==> src/rtl/fetch_sequencer_if.sv <==
// fetch_sequencer_if
//   Bundles the fetch stage's ROM, decoder-strobe, debug-panel and status
//   signals. The decoder/debug side (master) drives ROM data, bus, strobes
//   and run/step; the fetch stage (slave) drives pc, ir, phase and the
//   retirement outputs.
//   Signals:
//     romData    - ROM byte at address pc
//     dbus       - data bus (jump targets, bus-sourced IR loads)
//     loadBarIR  - active-low IR load from dbus during EXEC
//     doJumpBar  - active-low PC load from dbus during EXEC
//     assertRom  - immediate byte consumed during EXEC
//     run / step - free-run enable / synchronised step button
//     pc, ir, phaseExec, retired, instrCount - fetch stage status
interface fetch_sequencer_if #(
  parameter int PC_WIDTH    = 8,
  parameter int COUNT_WIDTH = 16
);
  logic [7:0]             romData;
  logic [7:0]             dbus;
  logic                   loadBarIR;
  logic                   doJumpBar;
  logic                   assertRom;
  logic                   run;
  logic                   step;
  logic [PC_WIDTH-1:0]    pc;
  logic [7:0]             ir;
  logic                   phaseExec;
  logic                   retired;
  logic [COUNT_WIDTH-1:0] instrCount;

  modport master (
    output romData, dbus, loadBarIR, doJumpBar, assertRom, run, step,
    input  pc, ir, phaseExec, retired, instrCount
  );

  modport slave (
    input  romData, dbus, loadBarIR, doJumpBar, assertRom, run, step,
    output pc, ir, phaseExec, retired, instrCount
  );
endinterface

==> src/rtl/fetch_sequencer.sv <==
// fetch_sequencer
//   Instruction-fetch stage: owns PC and IR, alternates FETCH/EXEC phases,
//   reacts to decoder jump / IR-load strobes, skips immediates, and offers a
//   run / single-step clock enable plus a retired-instruction counter.
//   Ports:
//     clk      - system clock, rising edge
//     resetBar - synchronous active-low reset
//     bus      - fetch_sequencer_if.slave (ROM, dbus, strobes, run/step in;
//                pc, ir, phaseExec, retired, instrCount out)
module fetch_sequencer #(
  parameter int PC_WIDTH    = 8,
  parameter int RESET_PC    = 0,
  parameter int COUNT_WIDTH = 16
) (
  input  logic              clk,
  input  logic              resetBar,
  fetch_sequencer_if.slave  bus
);

  typedef enum logic {
    FETCH = 1'b0,
    EXEC  = 1'b1
  } state_t;

  state_t                 state, state_next;
  logic [PC_WIDTH-1:0]    pc_reg, pc_next;
  logic [7:0]             ir_reg, ir_next;
  logic                   retire_next;
  logic                   retired_reg;
  logic [COUNT_WIDTH-1:0] count_reg;
  logic                   step_prev;
  logic                   adv;

  // Truncate or zero-extend the 8-bit bus to the PC width.
  function automatic logic [PC_WIDTH-1:0] bus_to_pc(input logic [7:0] d);
    logic [PC_WIDTH+7:0] wide;
    wide = {{PC_WIDTH{1'b0}}, d};
    return wide[PC_WIDTH-1:0];
  endfunction

  // Rising edge of step gives exactly one cycle of advance in step mode.
  assign adv = bus.run | (bus.step & ~step_prev);

  always_comb begin
    state_next  = state;
    pc_next     = pc_reg;
    ir_next     = ir_reg;
    retire_next = 1'b0;
    if (adv) begin
      case (state)
        FETCH: begin
          ir_next    = bus.romData;
          pc_next    = pc_reg + 1'b1;
          state_next = EXEC;
        end
        EXEC: begin
          retire_next = 1'b1;
          if (!bus.doJumpBar) begin
            pc_next = bus_to_pc(bus.dbus);
          end else if (bus.assertRom) begin
            pc_next = pc_reg + 1'b1;
          end
          // A bus-loaded instruction chains straight into another EXEC.
          if (!bus.loadBarIR) begin
            ir_next    = bus.dbus;
            state_next = EXEC;
          end else begin
            state_next = FETCH;
          end
        end
        default: state_next = FETCH;
      endcase
    end
  end

  always_ff @(posedge clk) begin
    if (!resetBar) begin
      state       <= FETCH;
      pc_reg      <= PC_WIDTH'(RESET_PC);
      ir_reg      <= 8'h00;
      retired_reg <= 1'b0;
      count_reg   <= '0;
      // Held high so a button pressed through reset does not step.
      step_prev   <= 1'b1;
    end else begin
      state       <= state_next;
      pc_reg      <= pc_next;
      ir_reg      <= ir_next;
      retired_reg <= retire_next;
      count_reg   <= count_reg + COUNT_WIDTH'(retire_next);
      step_prev   <= bus.step;
    end
  end

  assign bus.pc         = pc_reg;
  assign bus.ir         = ir_reg;
  assign bus.phaseExec  = (state == EXEC);
  assign bus.retired    = retired_reg;
  assign bus.instrCount = count_reg;

endmodule
==> src/flat_wrapper.sv <==
// flat-port wrapper written by rule: the top's interface ports become plain ports
module fetch_sequencer_flat 
#(
  parameter int PC_WIDTH    = 8,
  parameter int RESET_PC    = 0,
  parameter int COUNT_WIDTH = 16
)
  (clk, resetBar, bus_romData, bus_dbus, bus_loadBarIR, bus_doJumpBar, bus_assertRom, bus_run, bus_step, bus_pc, bus_ir, bus_phaseExec, bus_retired, bus_instrCount);
  fetch_sequencer_if #(.PC_WIDTH(PC_WIDTH), .COUNT_WIDTH(COUNT_WIDTH)) bus_i ();
  input  logic clk;
  input  logic resetBar;
  input wire logic [$bits(bus_i.romData)-1:0] bus_romData;
  input wire logic [$bits(bus_i.dbus)-1:0] bus_dbus;
  input wire logic [$bits(bus_i.loadBarIR)-1:0] bus_loadBarIR;
  input wire logic [$bits(bus_i.doJumpBar)-1:0] bus_doJumpBar;
  input wire logic [$bits(bus_i.assertRom)-1:0] bus_assertRom;
  input wire logic [$bits(bus_i.run)-1:0] bus_run;
  input wire logic [$bits(bus_i.step)-1:0] bus_step;
  output wire logic [$bits(bus_i.pc)-1:0] bus_pc;
  output wire logic [$bits(bus_i.ir)-1:0] bus_ir;
  output wire logic [$bits(bus_i.phaseExec)-1:0] bus_phaseExec;
  output wire logic [$bits(bus_i.retired)-1:0] bus_retired;
  output wire logic [$bits(bus_i.instrCount)-1:0] bus_instrCount;
  assign bus_i.romData = bus_romData;
  assign bus_i.dbus = bus_dbus;
  assign bus_i.loadBarIR = bus_loadBarIR;
  assign bus_i.doJumpBar = bus_doJumpBar;
  assign bus_i.assertRom = bus_assertRom;
  assign bus_i.run = bus_run;
  assign bus_i.step = bus_step;
  assign bus_pc = bus_i.pc;
  assign bus_ir = bus_i.ir;
  assign bus_phaseExec = bus_i.phaseExec;
  assign bus_retired = bus_i.retired;
  assign bus_instrCount = bus_i.instrCount;
  fetch_sequencer #(.PC_WIDTH(PC_WIDTH), .RESET_PC(RESET_PC), .COUNT_WIDTH(COUNT_WIDTH)) u_core (.clk(clk), .resetBar(resetBar), .bus(bus_i));
endmodule
==> config.mk <==
export PLATFORM = sky130hd
export DESIGN_NAME = fetch_sequencer_flat
export DESIGN_NICKNAME = d
export VERILOG_FILES = /design/src/rtl/fetch_sequencer_if.sv /design/src/rtl/fetch_sequencer.sv /design/src/flat_wrapper.sv
export SDC_FILE = /design/constraint.sdc
export NUM_CORES = 1
export LEC_CHECK = 0
export BUFFER_PORTS_ARGS = -buffer_cell sky130_fd_sc_hd__buf_2
export CORE_MARGIN = 2
export CORE_UTILIZATION = 49
export CTS_BUF_LIST = sky130_fd_sc_hd__clkbuf_8 sky130_fd_sc_hd__clkbuf_16
export DETAILED_ROUTE_END_ITERATION = 8
export GPL_TIMING_DRIVEN = 0
export PLACE_DENSITY = 0.79
export SYNTH_ARGS = -nofsm -noshare
export SYNTH_HDL_FRONTEND = slang
export SYNTH_SLANG_ARGS = --single-unit
==> constraint.sdc <==
create_clock -name clk -period 2.2 [get_ports clk]
set_input_delay 0.11 -clock clk [delete_from_list [all_inputs] [get_ports clk]]
set_output_delay 0.11 -clock clk [all_outputs]
set_load 0.01 [all_outputs]
==> results of run 1 <==
metal layers:
| layer | wire length (um) | vias to the layer above | part of all wire (%) |
|---|---|---|---|
| met3 | 199 | 8 | 5.6 |
| met4 | 60 | 0 | 1.7 |
| met1 | 1640 | 706 | 46 |
| met5 | 0 | - | 0 |
| li1 | - | 771 | - |
| met2 | 1680 | 45 | 47 |
cells by family (layout without fill, tap and decap cells):
group / count (synthesis) / in the layout / synth area share [%]
AOI/OAI and AO/OA: 40 / 40 / 17.0
DFF: 35 / 35 / 42.7
and+or+nand+nor: 71 / 71 / 22.3
adders and majority gates: 4 / 4 / 3.05
buffers and inverters: 9 / 71 / 2.97
muxes: 9 / 9 / 5.49
xor gates and xnor gates: 12 / 12 / 6.41
power by group through the flow:
stage	registers (mW)	clock network [mW]	logic (mW)
finish	0.685	0.540	0.181
global route	0.688	0.579	0.204
CTS	0.684	0.550	0.181
detailed placement	0.698	0	0.179
global placement	0.698	0	0.176
floorplan	0.709	0	0.0948
placed cells by master, fill, tap and decap left out, types with 2 or more instances in the layout:
cell,n
a22o_1,3
nor2_1,28
o21a_1,2
nor3_1,2
nand4_1,4
dfxtp_1,34
clkbuf_8,5
buf_4,2
a211oi_1,9
and4_2,2
nand3_1,7
a21oi_1,6
xor2_1,11
nand2_2,2
a32o_1,3
ha_1,4
and2_1,6
mux2i_1,9
nand2b_1,2
nor3b_1,2
buf_2,57
and3_1,3
buf_1,2
o21ai_0,11
nand2_1,6
area by class of cell:
class	instances	area [um^2]	area share, %
Buffer	8	47.5	2.28
Sequential cell	35	702	33.7
Inverter	1	3.75	0.180
Clock inverter	2	33.8	1.62
Timing Repair Buffer	55	275	13.2
Tap cell	46	57.6	2.76
Clock buffer	5	68.8	3.30
Multi-Input combinational cell	136	895	42.9
through the flow:
stage	setup slack (ns)	std cells	utilization [%]
5_1_grt	0.0398	288	63.4
3_3_place_gp	0.0284	281	60.1
6_report	0.206	288	63.4
3_5_place_dp	0.0275	281	60.1
4_1_cts	0.0117	288	63.2
2_1_floorplan	0.194	180	-
worst paths after layout:
check	startpoint	to	slack (ns)	depth (start not counted)
setup / recovery	u_core.bus.phaseExec$_SDFFE_PN0P_	u_core.bus.instrCount[8]$_SDFF_PN0_	0.21	8
hold / removal	bus_step	u_core.step_prev$_SDFF_PN1_	0.02	2
setup reg to reg	u_core.bus.phaseExec$_SDFFE_PN0P_	u_core.bus.instrCount[8]$_SDFF_PN0_	0.21	8
hold reg to reg	u_core.bus.instrCount[15]$_SDFF_PN0_	u_core.bus.instrCount[15]$_SDFF_PN0_	0.48	2
==> summary.md, run 1 <==
| Metric | Value |
|---|---|
| Register share of total power | 48.7% |
| Number of antenna-violating nets in the routed design | 0 |
| Gr busiest metal | met2 |
| Leakage | ~0.94 nW |
| Syn Nets | 207 |
| Top-count cell post-synth | dfxtp_1 |
| Routability cong. | about 0.8 |
| Avg WL per Cell | 12.4 um |
| Met1 Usage GRT | about 25% |
| Final instance area | between 2000 and 2500 um^2 |
| Crit path arrival time | 2.15 ns |
| Syn-to-layout area delta | 27.0% |
| Post-layout min period | between 1.5 and 2 ns |
| Cell Pwr Density | 675 nW/um^2 |
| Comb power frac | roughly 13% |
| Worst Setup Start Kind | flop |
| Routed vias | approximately 1.5k |
| Share of cells above drive strength 1 | a little under a third |
| Sw power | around 340 uW |
| Setup TNS | 0 ns |
| Post-synth ARST share | 0% |
| Pre-Repair DR Iteration Count | 4 |
| IO Port Bufs | 55 |
| Final wirelength | about 3600 um |
| Vias in the first global route | about 1.3k |
| Die area | 3830 um^2 |
| Post-CTS setup buffers | 0 |
| CP max FO | 10 |
| Crit-path slowest cell | dfxtp_2 |
| Final hold vios | 0 |
| Internal Pwr Total | between 1 and 1.5 mW |
| GRT Residual Overflow | 0 |
| Largest delay share family, worst path | simple AND/OR/NAND/NOR gates |
| Yosys reg bits | 35 |
| Hold slack | ~0.02 ns |
| Switch share | between 20% and 30% |
| Critical path endpoint category | flop |
| Pin count of the biggest net entering global routing | 11 |
| WP data required | roughly 2.4 ns |
| Final-stage net count | roughly 270 |
| Rel. slew slack | approximately 70% |
| Met2 Use GR | roughly a third |
| Fmax | between 500 and 600 MHz |
| Ant diodes | 0 |
| Peak supply drop | approximately 0.34 mV |
| Die Y | between 60 and 70 um |
| Unique masters post-synth | 40 |
| # IOs | 57 |
| Worst path cell trace | buf_4 -> o21a_1 -> ha_1 -> ha_1 -> and4_2 -> nand4_1 -> xor2_1 -> nor2_1 |
| Tot Pwr | 1.41 mW |
| Mapped Area | about 1600 um^2 |
| Dpl cell area | a little under 2000 um^2 |
| EDFF count, synth | 0 |
| Resize count post-CTS | 0 |
| Ys Warns | 0 |
| Clock-pin slew on the worst setup and hold paths | approximately 0.070 ns |
| RSZ-0062 raised after global routing | false |
| Hpwl dp | 2670 um |
| Initial Utilization | around half |
| Core ar. | 3280 um^2 |
| Fin Clk Skew | 0.00272 ns |
| CP max stage delay | between 0.3 and 0.4 ns |
| Outcome | complete, no violations |
| Synth area leader | dfxtp_1 |
| Syn Area/Cell | ~9 um^2 |
| Buf/Inv on CP | 1 |
| Post-Syn Instances | 180 |
| CTS tree | yes |
| Cell repeated most along the worst path | ha_1 |
| Global-route wire length before repair | 5580 um |
| Total CTS buffers | 5 |
| Post-synthesis sequential area ratio | 42.7% |
| Gr usage total | between 20% and 30% |
| Fin crit share | between 90% and 100% |
| Max FFs per register | 16 |
| Finish-stage setup viols | 0 |
| Routing usage on met3 | roughly 5.8% |
| Via density | ~5.3 |
| Kind of critical path | reg -> reg |
| Fill count | roughly 290 |
| CTS H-tree lvls | 2 |
| DRC | 0 |
| Fin. max-slew vios | 0 |
| Slew @ Worst Pin | ~0.46 ns |
| DRT iter0 DRCs | 93 |
| Worst-case clock buffer depth | 2 |
| Root buffer cell | clkbuf_8 |
| Row count | 21 |
| Top_reg_cell synth | dfxtp_1 |
| CTS sink cnt | 35 |
| Chip width | 61.9 um |
| Area contributors post-synth | dfxtp_1 43%, nor2_1 6.4%, xor2_1 5.9%, mux2i_1 5.5%, a211oi_1 4.1% |
| Initial antenna violation count | 0 |
| Commonest cells in the netlist | 35 x dfxtp_1, 28 x nor2_1, 11 x o21ai_0, 11 x xor2_1 |
| Top-area cell type share of the netlist area | between 40% and 50% |
| Total of max-cap violations | 0 |
| Cts hold-fix bufs | 0 |
| Clk network pwr share | roughly two fifths |
| Tightest Hold Check Type | in -> reg |
| Worst skew pair latency | ~0.28 ns |
Power figures use the tool's default switching activity.
==> run 2: changes to the inputs <==
CORE_UTILIZATION = 44   (was 49)
PLACE_DENSITY = 0.74   (was 0.79)
clock period = 1.7 ns   (was 2.2 ns; I/O delays follow)
==> run 2 against run 1 <==
  * Die area grew 11%
  * Clock-buffer cell count increased by 2
  * Sequential power up 30%
  * Clock skew up 0.0043 ns
  * Design area increased by 3.6%
  * Non-clock buffer count grew 3
  * Sequential share of layout area shrank 1.0 points
  * Highest routed layer unchanged
  * Utilization decreased by 4.0 points
  * Critical path depth unchanged
  * Hold slack improved by 0.061 ns
  * Fmax up 23%
==> summary.md, run 2 (synthesis results as in run 1) <==
| Metric | Value |
|---|---|
| Tightest Hold Check Type | in -> reg |
| Share of cells above drive strength 1 | roughly a third |
| Reg2reg end | u_core.bus.instrCount[8]$_SDFF_PN0_ |
| Core ar. | roughly 3600 um^2 |
| Cell Pwr Density | roughly 830 nW/um^2 |
| Pin count of the biggest net entering global routing | 11 |
| CTS sink cnt | 35 |
| Rel. slew slack | a little over two thirds |
| Hold Path Origin | bus_dbus[0] |
| WHS Endpoint | u_core.bus.pc[0]$_SDFFE_PN0P_ |
| Die Y | between 60 and 70 um |
| Root buffer cell | clkbuf_8 |
| Max FFs per register | 16 |
| Leakage | approximately 0.95 nW |
| Chip width | 65.1 um |
| Routability cong. | around 0.84 |
| Reg2Reg Launch Point | u_core.bus.phaseExec$_SDFFE_PN0P_ |
| Worst path cell trace | buf_8 -> o21a_4 -> ha_4 -> ha_4 -> and4_4 -> nand4_1 -> xor2_1 -> nor2_1 |
| Final wirelength | between 3000 and 4000 um |
| Cell repeated most along the worst path | ha_4 |
| Clock-pin slew on the worst setup and hold paths | 0.07 ns |
| Worst-case clock buffer depth | 2 |
| CP max FO | 6 |
| Routed vias | roughly 1.5k |
| Initial Utilization | between 40% and 50% |
| Hold depth | 3 |
| Multi-input gate area | between 900 and 1000 um^2 |
| Commonest non-fill, non-tap cell in the layout | buf_2 |
| Tot Pwr | 1.79 mW |
| Pre-Repair DR Iteration Count | 4 |
| DRC | 0 |
| IO Port Bufs | 55 |
| Initial antenna violation count | 0 |
| Hpwl dp | between 2000 and 3000 um |
| Kind of critical path | reg -> reg |
| Syn-to-layout area delta | 31.6% |
| RSZ-0062 raised after global routing | true |
| Fin. max-slew vios | 0 |
| Final-stage net count | between 200 and 300 |
| Worst skew pair latency | between 0.2 and 0.3 ns |
| Outcome | complete, no violations |
| Final hold vios | 0 |
| Total of max-cap violations | 0 |
| Via density | approximately 5.2 |
| Crit path arrival time | approximately 1.8 ns |
| WP data required | about 1.9 ns |
| Crit-path slowest cell | dfxtp_4 |
| Reg-to-reg slack, setup | 0.08 ns |
| Register area | about 710 um^2 |
| CTS H-tree lvls | 2 |
| Most frequent cells in the layout | 57 x buf_2, 33 x dfxtp_1, 28 x nor2_1 |
| Ant diodes | 0 |
| Number of antenna-violating nets in the routed design | 0 |
| GRT Residual Overflow | 0 |
| Global-route wire length before repair | between 6000 and 7000 um |
| Slew @ Worst Pin | ~0.45 ns |
| Die area | 4230 um^2 |
| Vias in the first global route | 1312 |
| Critical path endpoint category | flop |
| Avg WL per Cell | ~13 um |
| Finish-stage setup viols | 0 |
| Fmax | about 620 MHz |
| Post-layout min period | about 1.6 ns |
| Fill count | roughly 350 |
| DRT iter0 DRCs | 64 |
| Fin crit share | 95.4% |
| CTS tree | yes |
| Setup TNS | 0 ns |
| # IOs | 57 |
| Total CTS buffers | 5 |
| Peak supply drop | around 0.53 mV |
| CP max stage delay | about 0.4 ns |
| Gr usage total | 18.7% |
| Register-to-Register Path Depth | 8 |
| Row count | 22 |
| Fin Clk Skew | roughly 0.007 ns |
| Post-layout util | between 50 and 60% |
| Worst Setup Start Kind | flop |
## run 2: cell types whose count changed in the layout (fill, tap and decap cells not counted), sizes merged
cell         before  now
buf              62   64
clkbuf            6    8
dlygate4sd3       0    1
bufinv            1    0
## run 2: worst max path at each step
stage,depth (start not counted),slack [ns],endpoint,from
floorplan,8,0.006,u_core.bus.instrCount[8]$_SDFF_PN0_,u_core.bus.phaseExec$_SDFFE_PN0P_
detailed placement,8,-0.14,u_core.bus.instrCount[8]$_SDFF_PN0_,u_core.bus.phaseExec$_SDFFE_PN0P_
global route,8,-0.03,u_core.bus.instrCount[8]$_SDFF_PN0_,u_core.bus.phaseExec$_SDFFE_PN0P_
global placement,8,-0.13,u_core.bus.instrCount[8]$_SDFF_PN0_,u_core.step_prev$_SDFF_PN1_
CTS,8,0.02,u_core.bus.instrCount[8]$_SDFF_PN0_,u_core.step_prev$_SDFF_PN1_
finish,8,0.08,u_core.bus.instrCount[8]$_SDFF_PN0_,u_core.bus.phaseExec$_SDFFE_PN0P_
## run 2: area by class of cell
class,instances,share of cell area [%]
inverters,1,0.174
repair buffers,58,13.9
flip-flops and latches,35,32.7
clock buffers,7,4.46
clock inverters,1,0.174
plain buffers,8,2.55
well taps,48,2.78
multi-input cells,136,43.2
## run 2: worst max-delay path: cells and delay by family, from the launching register on
kind                       cells  cell delay, ns
and+or+nand+nor                3            0.42
adders and majority gates      2            0.30
buffers and inverters          1            0.10
AOI/OAI and AO/OA              1            0.13
xor gates and xnor gates       1            0.15
DFF                            1            0.40
## run 2: per-layer routing
metal  up-vias  wire [um]  share of wire, %  track usage [%]
met2        47       1730                46             29.8
met1       703       1780                47             24.3
li1        785          -                 -                -
met5         -          0                 0                0
met3         5        238               6.3             5.90
met4         0         42               1.1             5.47
## run 2: where the power goes
part	total (mW)	leakage (nW)	switching [mW]	internal, mW
combinational	0.246	0.612	0.130	0.116
clock	0.656	0.0557	0.292	0.364
sequential	0.890	0.286	0.0332	0.857
total	1.79	0.954	0.455	1.34
## run 2: metrics by stage
step           hold WS (ns)  cells  instance area [um^2]  setup WS, ns
6_report             0.0815    294                  2160        0.0787
5_1_grt               0.109    294                  2160       -0.0275
4_1_cts             0.00237    292                  2140        0.0206
3_5_place_dp          0.286    283                  2010        -0.144
3_3_place_gp          0.283    283                  2010        -0.128
2_1_floorplan         0.186    180                  1670       0.00630
## run 2: what timing repair did
action | in CTS | in global routing
hold buffers | 0 | 1
resized for setup | 3 | 1
hold endpoints to repair | 0 | 1
gates cloned | 0 | 0
setup endpoints to repair | 6 | 6
buffers inserted | 1 | 1
